## src/rtl/alu_pkg.sv

```systemverilog
// Shared definitions for the ALU writeback slice: flag bit positions, ALU
// mode codes, branch condition codes, writeback FSM states and mode decode
// helpers used by alu_writeback and alu_cond_eval.
package alu_pkg;

   // Bit positions inside the flag byte / architectural flags register.
   typedef enum logic [2:0] {
      OVERFLOW = 3'd4,
      CARRY    = 3'd5,
      SIGN     = 3'd6,
      ZERO     = 3'd7
   } flag_bit_e;

   // ALU mode codes. Grouping by effect is done by the decode helpers below.
   localparam logic [3:0] MODE_NOP     = 4'd0;
   localparam logic [3:0] MODE_1       = 4'd1;
   localparam logic [3:0] MODE_2       = 4'd2;
   localparam logic [3:0] MODE_3       = 4'd3;
   localparam logic [3:0] MODE_4       = 4'd4;
   localparam logic [3:0] MODE_5       = 4'd5;
   localparam logic [3:0] MODE_6       = 4'd6;
   localparam logic [3:0] MODE_7       = 4'd7;
   localparam logic [3:0] MODE_8       = 4'd8;
   localparam logic [3:0] MODE_9       = 4'd9;
   localparam logic [3:0] MODE_ZONLY   = 4'd10;
   localparam logic [3:0] MODE_11      = 4'd11;
   localparam logic [3:0] MODE_12      = 4'd12;
   localparam logic [3:0] MODE_13      = 4'd13;
   localparam logic [3:0] MODE_14      = 4'd14;
   localparam logic [3:0] MODE_ILLEGAL = 4'd15;

   // Branch condition codes evaluated against the stored flags.
   typedef enum logic [2:0] {
      COND_ALWAYS = 3'd0,
      COND_Z      = 3'd1,
      COND_NZ     = 3'd2,
      COND_C      = 3'd3,
      COND_NC     = 3'd4,
      COND_S      = 3'd5,
      COND_V      = 3'd6,
      COND_LT     = 3'd7
   } cond_e;

   typedef enum logic {
      IDLE  = 1'b0,
      WRITE = 1'b1
   } wb_state_e;

   // Modes producing a register file write.
   function automatic logic mode_writes(input logic [3:0] mode);
      return (mode == MODE_1) || (mode == MODE_4) || (mode == MODE_5) ||
             ((mode >= MODE_6) && (mode <= MODE_14));
   endfunction

   // Modes replacing all four flags (low nibble cleared).
   function automatic logic mode_sets_all_flags(input logic [3:0] mode);
      return (mode == MODE_2) || (mode == MODE_3) ||
             ((mode >= MODE_6) && (mode <= MODE_14) && (mode != MODE_ZONLY));
   endfunction

endpackage

```

## src/rtl/alu_cond_eval.sv

```systemverilog
// Branch condition evaluator: selects one predicate of the stored flags.
// Latency: purely combinational. Backpressure: none, no handshake.
// Ports: flags_q (architectural flags), cond_select (condition code) -> cond_true.
module alu_cond_eval
   import alu_pkg::*;
(
   input  logic [7:0] flags_q,
   input  logic [2:0] cond_select,
   output logic       cond_true
);

   // The low nibble of the flags register carries no condition information.
   logic unused_low_flags;
   assign unused_low_flags = ^flags_q[3:0];

   always_comb begin
      cond_true = 1'b0;
      case (cond_e'(cond_select))
         COND_ALWAYS: cond_true = 1'b1;
         COND_Z:      cond_true = flags_q[ZERO];
         COND_NZ:     cond_true = !flags_q[ZERO];
         COND_C:      cond_true = flags_q[CARRY];
         COND_NC:     cond_true = !flags_q[CARRY];
         COND_S:      cond_true = flags_q[SIGN];
         COND_V:      cond_true = flags_q[OVERFLOW];
         COND_LT:     cond_true = flags_q[SIGN] ^ flags_q[OVERFLOW];
         default:     cond_true = 1'b0;
      endcase
   end

endmodule

```

## src/rtl/alu_writeback.sv

```systemverilog
// ALU writeback stage: captures result/flags at issue, holds flags, writes regfile.
// Latency: accept -> wb_valid 1 cycle; flags visible the cycle after accept.
// Backpressure: issue_ready low while a write is pending (or skid full with ALU_WB_SKID_EN).
// Ports: issue_* (ALU op in, valid/ready), alu_result/alu_flags (ALU outputs),
//        wb_* (regfile write port, valid/ready), flags_q/carry_q/cond_true (flag state),
//        illegal_op (pulse on accepted mode 15). Optional macro: ALU_WB_SKID_EN.
module alu_writeback
   import alu_pkg::*;
#(
   parameter int WORD_SIZE     = 8,
   parameter int REG_ADDR_BITS = 3
) (
   input  logic                     clk,
   input  logic                     rst,
   input  logic                     issue_valid,
   output logic                     issue_ready,
   input  logic [3:0]               issue_mode,
   input  logic [REG_ADDR_BITS-1:0] issue_dest,
   input  logic [WORD_SIZE-1:0]     alu_result,
   input  logic [7:0]               alu_flags,
   input  logic [2:0]               cond_select,
   output logic                     wb_valid,
   input  logic                     wb_ready,
   output logic [REG_ADDR_BITS-1:0] wb_addr,
   output logic [WORD_SIZE-1:0]     wb_data,
   output logic [7:0]               flags_q,
   output logic                     carry_q,
   output logic                     cond_true,
   output logic                     illegal_op
);

   wb_state_e state_q, state_d;
   logic      accept, acc_write, acc_all_flags, acc_zero_flag, handshake;
   logic      load_issue;

   // Only the upper nibble of the ALU flag byte is architectural.
   logic unused_alu_flag_bits;
   assign unused_alu_flag_bits = ^alu_flags[3:0];

`ifdef ALU_WB_SKID_EN
   logic                     skid_full;
   logic [REG_ADDR_BITS-1:0] skid_addr;
   logic [WORD_SIZE-1:0]     skid_data;
   logic                     load_skid, skid_push, skid_pop;

   assign issue_ready = !skid_full;
`else
   assign issue_ready = (state_q == IDLE);
`endif

   assign accept        = issue_valid && issue_ready;
   assign acc_write     = accept && mode_writes(issue_mode);
   assign acc_all_flags = accept && mode_sets_all_flags(issue_mode);
   assign acc_zero_flag = accept && (issue_mode == MODE_ZONLY);
   assign wb_valid      = (state_q == WRITE);
   assign handshake     = wb_valid && wb_ready;
   assign carry_q       = flags_q[CARRY];

   always_comb begin
      state_d    = state_q;
      load_issue = 1'b0;
`ifdef ALU_WB_SKID_EN
      load_skid  = 1'b0;
      skid_push  = 1'b0;
      skid_pop   = 1'b0;
`endif
      case (state_q)
         IDLE: begin
            if (acc_write) begin
               load_issue = 1'b1;
               state_d    = WRITE;
            end
         end
         WRITE: begin
`ifdef ALU_WB_SKID_EN
            // Output slot drains this cycle: refill it from the skid entry if
            // one is waiting, otherwise straight from a new write so a
            // continuous stream needs no bubble. A write arriving while the
            // output is stalled parks in the skid entry.
            if (handshake) begin
               if (skid_full) begin
                  load_skid = 1'b1;
                  skid_pop  = 1'b1;
               end else if (acc_write) begin
                  load_issue = 1'b1;
               end else begin
                  state_d = IDLE;
               end
            end else if (acc_write) begin
               skid_push = 1'b1;
            end
`else
            if (handshake) begin
               state_d = IDLE;
            end
`endif
         end
         default: state_d = IDLE;
      endcase
   end

   always_ff @(posedge clk or posedge rst) begin
      if (rst) begin
         state_q    <= IDLE;
         flags_q    <= '0;
         wb_addr    <= '0;
         wb_data    <= '0;
         illegal_op <= 1'b0;
      end else begin
         state_q    <= state_d;
         illegal_op <= accept && (issue_mode == MODE_ILLEGAL);
         // Flags commit at the accept edge so a dependent ADC/SBB issued
         // next cycle already sees the new carry.
         if (acc_all_flags) begin
            flags_q <= {alu_flags[7:4], 4'h0};
         end else if (acc_zero_flag) begin
            flags_q[ZERO] <= alu_flags[ZERO];
         end
         if (load_issue) begin
            wb_addr <= issue_dest;
            wb_data <= alu_result;
`ifdef ALU_WB_SKID_EN
         end else if (load_skid) begin
            wb_addr <= skid_addr;
            wb_data <= skid_data;
`endif
         end
      end
   end

`ifdef ALU_WB_SKID_EN
   always_ff @(posedge clk or posedge rst) begin
      if (rst) begin
         skid_full <= 1'b0;
         skid_addr <= '0;
         skid_data <= '0;
      end else begin
         if (skid_push) begin
            skid_full <= 1'b1;
            skid_addr <= issue_dest;
            skid_data <= alu_result;
         end else if (skid_pop) begin
            skid_full <= 1'b0;
         end
      end
   end
`endif

   alu_cond_eval u_cond_eval (
      .flags_q     (flags_q),
      .cond_select (cond_select),
      .cond_true   (cond_true)
   );

endmodule

```

## config.mk

```make
export PLATFORM = sky130hd
export DESIGN_NAME = alu_writeback
export DESIGN_NICKNAME = d
export VERILOG_FILES = /design/src/rtl/alu_pkg.sv /design/src/rtl/alu_cond_eval.sv /design/src/rtl/alu_writeback.sv
export SDC_FILE = /design/constraint.sdc
export NUM_CORES = 1
export LEC_CHECK = 0
export ABC_AREA = 1
export BUFFER_PORTS_ARGS = -buffer_cell sky130_fd_sc_hd__buf_2
export CORE_MARGIN = 1.5
export CORE_UTILIZATION = 44
export CTS_CLUSTER_SIZE = 28
export DETAILED_ROUTE_END_ITERATION = 12
export GPL_ROUTABILITY_DRIVEN = 0
export PLACE_DENSITY = 0.92
export SETUP_SLACK_MARGIN = 0.15
export SLEW_MARGIN = 20
export SYNTH_ARGS = -nofsm -noshare
export SYNTH_HDL_FRONTEND = slang
export SYNTH_SLANG_ARGS = --single-unit
export TNS_END_PERCENT = 10
```

## constraint.sdc

```tcl
create_clock -name clk -period 2.3 [get_ports clk]
set_input_delay 0.46 -clock clk [delete_from_list [all_inputs] [get_ports clk]]
set_output_delay 0.46 -clock clk [all_outputs]
set_load 0.02 [all_outputs]
```

==> impl_metrics.py, run 1 <==
metrics = {
    "status": {
        "status": "completed",
    },
    "timing": {
        "worstMarginPinSlew_ns": 0.612,
        "fin_skew_ns": 0.00139,
        "setup_violations": 0,
        "relSlewSlack_pct": 59.1,
        "hold_viol": 0,
        "post-route-min-period_ns": 1.71,
        "rsz0062_at_grt": "no",
        "fin_ws_ns": 0.588,
        "setup_tns_ns": 0,
        "fmax_mhz": 584,
        "finalCritPeriodShare_pct": 74.4,
        "drv_slew": 0,
    },
    "detailed_routing": {
        "vias": 834,
        "first_pass_iters": 4,
        "routedWlPerCell_microns": 10.3,
        "routed_wl_microns": 1840,
        "drc": 0,
        "drt_iter0_markers": 12,
        "vias_per_cell": 4.69,
        "ant_nets": 0,
    },
    "critical_path": {
        "critPathArrivalTime_ns": 1.25,
        "crit_type": "reg2out",
        "reg2reg_slack_ns": 0.92,
        "r2r_end": "wb_data[5]$_DFFE_PP0P_",
        "reg2reg_from": "wb_valid$_DFF_PP0_",
        "worstPathRequired_ns": 1.84,
        "r2r_cells": 6,
        "worstSetupStartpointType": "flip-flop",
        "cp_max_fo": 3,
        "cp-end-kind": "primary output",
    },
    "synth": {
        "syn-cell-area_sq_um": 857,
        "synth_top_area_share_pct": 49.6,
        "yosysTopAreaCell": "dfrtp_1",
        "synth_flop_cell": "dfrtp_1",
        "yosysWarnings": 0,
        "ys_types": 16,
        "netlist_top_cells_count": "40 x nand2_1, 17 x dfrtp_1, 17 x nand3_1",
        "post_synth.cell_area_avg_sq_um": 7.86,
        "netlist_instances": 109,
        "synth-edff-count": 0,
        "synth_top_cells_by_area": "dfrtp_1 50%, nand2_1 18%, nand3_1 9.9%, buf_4 6.1%, inv_1 4.8%",
        "synth_seq_cells": 17,
        "ys_seq_area_share_pct": 49.6,
        "yosysMostFrequentCell": "nand2_1",
        "async_flop_share_pct": 100,
    },
    "final_layout": {
        "areaGrowthSynthToFinish_pct": 26.9,
        "nets": 184,
        "num_antenna_cells": 0,
        "drive_above_1_share_pct": 35.3,
    },
    "global_routing": {
        "grt_pass1_vias": 656,
        "antenna_found_initial": 0,
        "grt_usage_pct": 16.7,
        "grt_pass1_wl_microns": 2620,
        "grt_max_degree": 18,
        "gr-total-overflow": 0,
    },
    "power_and_ir_drop": {
        "p_comb_share_pct": 42.3,
        "leakage_uw": 0.000659,
        "internal_power_uw": 602,
        "switching_power_uw": 443,
        "swShare_pct": 42.4,
        "p_per_area_nw_per_um2": 961,
        "pwr-share-clk_pct": 15.0,
        "seqPwrFrac_pct": 42.7,
        "ir_worst_vdd_uv": 627,
    },
    "cts": {
        "cts_tree": "built",
        "cts_buffers": 3,
        "clk_path_buf_depth": 2,
        "clk_pin_slew_ns": 0.09,
        "cts_root_buffer": "clkbuf_4",
        "cts.sinks": 17,
        "h-tree-depth": 1,
        "clk_latency_ns": 0.29,
        "post_cts_buffers": 0,
        "ctsHoldBuffers": 0,
        "ctsResizeCount": 0,
    },
    "die": {
        "ios": 54,
        "fp.dieW_microns": 47.1,
        "core_sq_um": 1780,
        "die_h_microns": 47.1,
        "start_util_pct": 48.1,
        "rows": 15,
        "fp.dieArea_sq_um": 2220,
    },
    "worst_hold_path": {
        "hp-class": "in2async",
    },
    "placement": {
        "pre_cts_slack_ns": 0.588,
        "dp_hpwl_microns": 1480,
        "port-buffer-count": 45,
    },
    "job": {
        "cap_violations": 0,
    },
}
## cells in the final DEF, fill, tap and decap left out, drive strengths merged
cell type and instances:
a21oi 1, clkbuf 4, inv 11, o22ai 1, nor2 5, nand2 43, buf 45, nand3 17
nor4 1, o21ai 4, dfrtp 17, conb 4
## area by class of cell
cell class | count | area [sq um]
tap | 25 | 31.3
timing repair buffer | 45 | 225
sequential | 17 | 425
inverter | 11 | 41.3
clock buffer | 4 | 26.3
multi-input combinational | 76 | 338
fill | 180 | 696
## flip-flops by register name, indices dropped and copies added (netlist names)
signal	cells
illegal_op	1
wb_valid	1
flags_q	4
wb_addr	3
wb_data	8
## worst max path at each step
stage	slack (ns)	cells past startpoint	endpoint	start
2_1_floorplan	0.92	4	cond_true	flags_q[6]$_DFFE_PP0P_
3_3_place_gp	0.66	7	wb_addr[1]$_DFFE_PP0P_	issue_mode[2]
3_5_place_dp	0.59	7	wb_data[5]$_DFFE_PP0P_	issue_mode[2]
4_1_cts	0.57	5	cond_true	flags_q[6]$_DFFE_PP0P_
5_1_grt	0.47	5	cond_true	flags_q[6]$_DFFE_PP0P_
6_report	0.59	5	cond_true	flags_q[6]$_DFFE_PP0P_
## power groups by stage
stage	logic (uW)	clock network (uW)	registers [uW]
floorplan	190	0	566
global placement	433	0	447
detailed placement	447	0	452
CTS	448	162	445
global route	488	173	457
finish	442	156	446
## critical path, stage by stage, from the launching register on
cell and delay [ns]:
dfrtp_1 0.39, nand2_1 0.08, a21oi_1 0.15, o21ai_0 0.09
nand3_1 0.09, buf_2 0.17
## per-stage QoR
stage	instance area (sq um)	hold slack, ns	total power, uW	cells	utilization (%)
5_1_grt	1090	0.276	1120	178	61.0
4_1_cts	1090	0.247	1060	178	61.0
6_report	1090	0.231	1040	178	61.0
3_5_place_dp	1060	0.453	899	174	59.5
3_3_place_gp	1060	0.450	880	174	59.5
2_1_floorplan	868	0.386	756	112	-
## kinds of logic (layout without fill, tap and decap cells)
kind of cell	count (synthesis)	in the layout	share of synthesized area, %
other	1	4	0.438
AND/OR/NAND/NOR	66	66	34.0
buffers and inverters	19	60	12.3
flip-flops	17	17	49.6
AO/OA/AOI/OAI	6	6	3.65
## routing by layer
metal	wire length (microns)	part of all wire [%]	GRT usage [%]
met5	0	0	0
met4	19	1.0	6.67
met3	91	4.9	2.31
met2	963	52	30.1
met1	764	42	19.9
Note: power is estimated with default switching activity, not from simulation.
==> inputs of run 2 (changes only) <==
- CORE_UTILIZATION: 44 -> 41
- PLACE_DENSITY: 0.92 -> 0.87
- clock period: 2.3 -> 1.76 ns (I/O delays scaled with it)
==> run 2 against run 1 <==
Clock power is 30% higher. Non-clock buffer count is 4 higher. Register-to-register slack worse by 0.53 ns. Critical path depth is 1 lower. Via count is 0.24% lower. Global-route usage hardly changed. Utilization is 3.5 points lower. First-iteration DRC count is 25% higher. Die area is 6.8% higher. Sequential power is 31% higher. Wire length is 3.0% higher. Power is 35% higher.
==> impl_metrics.py, run 2 (synthesis gave the netlist of run 1 again) <==
metrics = {
    "power_and_ir_drop": {
        "leakage_uw": 0.000682,
        "swShare_pct": 41.7,
        "switching_power_uw": 588,
        "internal_power_uw": 822,
        "seqPwrFrac_pct": 41.6,
        "p_comb_share_pct": 44.0,
        "pwr-share-clk_pct": 14.4,
        "ir_worst_vdd_uv": 593,
        "p_per_area_nw_per_um2": 1250,
    },
    "final_layout": {
        "final_util_pct": 57.5,
        "drive_above_1_share_pct": 37.6,
        "areaGrowthSynthToFinish_pct": 31.7,
        "largest_register_ffs": 8,
        "multi_input_area_sq_um": 344,
        "final-seq-area_sq_um": 425,
        "stdcell_count": 184,
        "fin_area_sq_um": 1130,
        "num_antenna_cells": 0,
        "final_cell_mix": "44 x buf_2, 40 x nand2_1, 17 x nand3_1, 17 x dfrtp_1, 11 x inv_1",
        "n_fill_cell": 203,
        "top_regs": "wb_data (8), flags_q (4), wb_addr (3)",
        "layout_commonest_cell": "buf_2",
        "largest_register": "wb_data",
        "nets": 188,
    },
    "detailed_routing": {
        "vias": 832,
        "routedWlPerCell_microns": 10.3,
        "vias_per_cell": 4.52,
        "ant_nets": 0,
        "routed_wl_microns": 1900,
        "drt_iter0_markers": 15,
        "drc": 0,
        "first_pass_iters": 4,
    },
    "critical_path": {
        "worstPathBufferInverterCount": 1,
        "critPathArrivalTime_ns": 1.18,
        "cp_top_family": "flip-flops",
        "crit_path_cell_trace": "o22ai_2 > nand2_1 > nand3_1 > buf_4",
        "crit_type": "reg2out",
        "cp_slowest_cell": "dfrtp_1",
        "worstPathRequired_ns": 1.41,
        "worstSetupStartpointType": "flip-flop",
        "reg2reg_slack_ns": 0.39,
        "critPathMaxStageDelay_ns": 0.43,
        "cp-end-kind": "primary output",
        "cp_max_fo": 4,
    },
    "placement": {
        "port-buffer-count": 45,
        "dp_hpwl_microns": 1440,
        "placedCellCount": 177,
        "postPlaceCellArea_sq_um": 1070,
    },
    "worst_hold_path": {
        "hp-class": "in2async",
    },
    "timing": {
        "setup_tns_ns": 0,
        "fin_skew_ns": 0.00673,
        "worstMarginPinSlew_ns": 0.617,
        "rsz0062_at_grt": "no",
        "hold_viol": 0,
        "relSlewSlack_pct": 58.8,
        "post-route-min-period_ns": 1.53,
        "drv_slew": 0,
        "setup_violations": 0,
        "fmax_mhz": 654,
        "finalCritPeriodShare_pct": 86.8,
    },
    "global_routing": {
        "grt_usage_pct": 16.7,
        "grt_max_degree": 18,
        "antenna_found_initial": 0,
        "grt_pass1_vias": 773,
        "gr-total-overflow": 0,
        "grt_pass1_wl_microns": 3140,
    },
    "die": {
        "rows": 16,
        "die_h_microns": 48.7,
        "ios": 54,
        "fp.dieW_microns": 48.7,
        "fp.dieArea_sq_um": 2370,
        "core_sq_um": 1960,
        "start_util_pct": 43.7,
    },
    "cts": {
        "h-tree-depth": 1,
        "clk_pin_slew_ns": 0.10,
        "cts.sinks": 17,
        "cts_tree": "built",
        "cts_buffers": 3,
        "clk_latency_ns": 0.28,
        "cts_root_buffer": "clkbuf_4",
        "clk_path_buf_depth": 2,
    },
    "status": {
        "status": "completed",
    },
    "job": {
        "cap_violations": 0,
    },
}
## run 2: cell types whose count changed in the layout (fill, tap and decap cells not counted), sizes merged
cell | before | now
buf | 45 | 49
## run 2: through the flow
step                worst slack, ns  hold slack, ns  power [uW]
finish                        0.232           0.128        1410
detailed placement            0.347           0.454        1170
global route                  0.149           0.188        1500
CTS                           0.166           0.155        1370
floorplan                     0.493           0.278         988
global placement              0.419           0.449        1150
## run 2: routing by layer
| metal | vias up | global-route usage, % | part of all wire (%) | routed length [microns] |
|---|---|---|---|---|
| met5 | - | 0 | 0 | 0 |
| met4 | 0 | 9.52 | 1.6 | 30 |
| met3 | 4 | 2.16 | 5.8 | 110 |
| met2 | 31 | 28.1 | 51 | 963 |
| met1 | 372 | 20.7 | 42 | 791 |
| li1 | 425 | - | - | - |
## run 2: cell type report
class / count / share of cell area (%)
clock buffer: 4 / 2.33
inverter: 11 / 3.66
multi-input combinational: 76 / 30.5
sequential: 17 / 37.7
tap: 27 / 2.99
timing repair buffer: 49 / 22.8
## run 2: path summary, 6_finish.rpt
kind,endpoint,startpoint,cells after the start
max,cond_true,flags_q[5]$_DFFE_PP0P_,4
min,wb_data[1]$_DFFE_PP0P_,rst,2
max reg2reg,wb_data[4]$_DFFE_PP0P_,wb_valid$_DFF_PP0_,6
min reg2reg,wb_data[6]$_DFFE_PP0P_,wb_data[6]$_DFFE_PP0P_,2
max in group asynchronous,illegal_op$_DFF_PP0_,rst,2
min in group clk,wb_valid$_DFF_PP0_,wb_ready,2
## run 2: power by group through the flow
stage | registers [uW] | clock network (uW) | logic [uW]
after floorplan | 739 | 0 | 249
after global placement | 586 | 0 | 565
after detailed placement | 594 | 0 | 578
after CTS | 586 | 207 | 581
after global routing | 603 | 222 | 680
final | 586 | 203 | 621
## run 2: what timing repair did
| item | 4_1_cts | 5_1_grt |
|---|---|---|
| resized for setup | 0 | 3 |
| setup endpoints to repair | 0 | 1 |
| buffers inserted | 0 | 3 |
| hold buffers | 0 | 0 |
## run 2: worst reg2reg max path: stages, from the launching register on
cell     delay (ns)
dfrtp_1        0.41
nor2_1         0.15
nand2_1        0.11
nand2_2        0.21
nand2_2        0.21
nand2_1        0.10
nand2_1        0.06
==> inputs of run 3 (changes only) <==
- BUFFER_PORTS_ARGS: -buffer_cell sky130_fd_sc_hd__buf_2 -> unset
- CORE_UTILIZATION: 41 -> 59
- DONT_BUFFER_PORTS: unset -> 1
- PLACE_DENSITY: 0.87 -> 0.85
- clock period: 1.76 -> 1.5 ns (I/O delays scaled with it)
==> run 3 against run 2 <==
Critical path depth stayed put. Sequential power is 46% higher. Final area is 16% lower. Utilization is 13 points higher. Sequential share of layout area is 7.6 points higher. Register-to-register slack worse by 0.08 ns. Combinational power is 30% lower. First-iteration DRC count stayed put. Clock power is 18% higher. Die area is 29% lower. Largest power group is now registers.
==> impl_metrics.py, run 3 (synthesis gave the netlist of run 1 again) <==
metrics = {
    "final_layout": {
        "drive_above_1_share_pct": 22.6,
        "fin_area_sq_um": 945,
        "final_cell_mix": "38 x nand2_1, 15 x nand3_1, 15 x dfrtp_1, 9 x inv_1, 6 x buf_4",
        "largest_register": "wb_data",
        "layout_commonest_cell": "nand2_1",
        "largest_register_ffs": 8,
        "areaGrowthSynthToFinish_pct": 10.2,
        "num_antenna_cells": 0,
        "n_fill_cell": 105,
        "top_regs": "wb_data (8), flags_q (4), wb_addr (3)",
        "nets": 146,
    },
    "cts": {
        "clk_latency_ns": 0.28,
        "clk_pin_slew_ns": 0.10,
        "cts_tree": "built",
        "clk_path_buf_depth": 2,
        "h-tree-depth": 1,
        "cts.sinks": 17,
        "cts_buffers": 3,
        "cts_root_buffer": "clkbuf_4",
        "post_cts_buffers": 0,
    },
    "power_and_ir_drop": {
        "seqPwrFrac_pct": 56.0,
        "p_per_area_nw_per_um2": 1610,
        "ir_worst_vdd_uv": 685,
        "leakage_uw": 0.000512,
        "pwr-share-clk_pct": 15.7,
        "switching_power_uw": 668,
        "p_comb_share_pct": 28.3,
        "internal_power_uw": 858,
        "swShare_pct": 43.8,
    },
    "detailed_routing": {
        "routed_wl_microns": 1640,
        "drc": 0,
        "routedWlPerCell_microns": 12.6,
        "vias": 702,
        "first_pass_iters": 4,
        "met1Wirelength_microns": 670,
        "drt_iter0_markers": 15,
        "top_layer": "met4",
        "ant_nets": 0,
        "wl_met2_microns": 813,
        "routed-wl-met3_microns": 143,
        "vias_per_cell": 5.40,
    },
    "critical_path": {
        "cp-end-kind": "primary output",
        "cp_top_family": "flip-flops",
        "worstPathBufferInverterCount": 0,
        "critPathArrivalTime_ns": 1.14,
        "crit_type": "reg2out",
        "cp_slowest_cell": "dfrtp_1",
        "critPathMaxStageDelay_ns": 0.37,
        "crit_path_cell_trace": "nand2_1 > a21oi_1 > o21ai_1 > nand3_4",
        "worstSetupStartpointType": "flip-flop",
        "worstPathRequired_ns": 1.20,
        "cp_max_fo": 2,
    },
    "timing": {
        "setup_tns_ns": 0,
        "rsz0062_at_grt": "yes",
        "fmax_mhz": 696,
        "fin_ws_ns": 0.0636,
        "fin_skew_ns": 0.00164,
        "worstMarginPinSlew_ns": 0.631,
        "finalCritPeriodShare_pct": 95.8,
        "drv_slew": 0,
        "relSlewSlack_pct": 57.9,
        "post-route-min-period_ns": 1.44,
        "hold_viol": 0,
        "setup_violations": 0,
    },
    "placement": {
        "postPlaceCellArea_sq_um": 868,
        "port-buffer-count": 0,
        "pre_cts_slack_ns": 0.242,
        "dp_hpwl_microns": 1250,
    },
    "global_routing": {
        "grt_pass1_wl_microns": 2170,
        "antenna_found_initial": 0,
        "gr-total-overflow": 0,
        "grt_pass1_vias": 574,
        "grt_usage_pct": 20.1,
        "grt_max_degree": 18,
    },
    "die": {
        "die_h_microns": 41.1,
        "rows": 13,
        "start_util_pct": 64.3,
        "fp.dieW_microns": 41.1,
        "fp.dieArea_sq_um": 1690,
        "core_sq_um": 1330,
        "ios": 54,
    },
    "worst_hold_path": {
        "hp-class": "in2reg",
    },
    "status": {
        "status": "completed",
    },
    "job": {
        "cap_violations": 0,
    },
}
[run 3: cell count changes in the layout (fill, tap and decap cells not counted), moves of 2 or more]
| cell | change |
|---|---|
| dfrtp_1 | -2 |
| nand3_1 | -2 |
| inv_1 | -2 |
| dfrtp_2 | +2 |
| buf_2 | -44 |
| nand2_2 | +2 |
| nand2_1 | -2 |
[run 3: repair_timing]
| item | in CTS | in global routing |
|---|---|---|
| pin swaps | 2 | 3 |
| hold buffers | 1 | 0 |
| setup endpoints to repair | 1 | 2 |
| gates resized for setup | 5 | 8 |
| endpoints found under the hold margin | 17 | 0 |
[run 3: power by group through the flow]
stage	clock, uW	combinational [uW]	sequential [uW]
2_1_floorplan	0	292	867
6_report	239	432	854
4_1_cts	246	410	850
3_5_place_dp	0	398	850
3_3_place_gp	0	385	847
5_1_grt	274	490	883
[run 3: path summary, 6_finish.rpt]
check / start / end / slack, ns / cells after the start
max: flags_q[6]$_DFFE_PP0P_ / cond_true / 0.06 / 4
min: wb_ready / wb_valid$_DFF_PP0_ / 0.09 / 1
max reg2reg: wb_valid$_DFF_PP0_ / flags_q[6]$_DFFE_PP0P_ / 0.31 / 6
min reg2reg: wb_data[3]$_DFFE_PP0P_ / wb_data[3]$_DFFE_PP0P_ / 0.62 / 2
max in group asynchronous: rst / flags_q[7]$_DFFE_PP0P_ / 0.53 / 2
min in group asynchronous: rst / flags_q[6]$_DFFE_PP0P_ / 0.53 / 2
[run 3: final cells by class]
| type | count | area, sq um | share of cell area, % |
|---|---|---|---|
| Clock buffer | 3 | 22.5 | 2.38 |
| Clock inverter | 1 | 5.00 | 0.530 |
| Inverter | 11 | 45.0 | 4.77 |
| Multi-Input combinational cell | 76 | 370 | 39.2 |
| Sequential cell | 17 | 428 | 45.3 |
| Tap cell | 15 | 18.8 | 1.99 |
| Timing Repair Buffer | 7 | 55.1 | 5.83 |
[run 3: worst register-to-register path, cell delays in order, from the launching register on]
cell and delay, ns:
dfrtp_1 0.40, nor2_1 0.14, nand2_1 0.10, nor2_2 0.20
nand2_1 0.13, nand2_1 0.07, nand2_1 0.05
[run 3: stage by stage]
step	total power [uW]	hold slack, ns	cells	utilization (%)
6_report	1530	0.0854	130	70.8
5_1_grt	1650	0.0726	130	70.8
4_1_cts	1510	0.0765	130	68.9
3_5_place_dp	1250	0.303	125	65.1
3_3_place_gp	1230	0.291	125	65.1
2_1_floorplan	1160	0.226	112	-
[run 3: per-layer routing]
metal	global-route usage, %	vias to the layer above
met5	0	-
met2	34.0	32
met4	9.68	0
li1	-	343
met1	22.2	325
met3	7.07	2
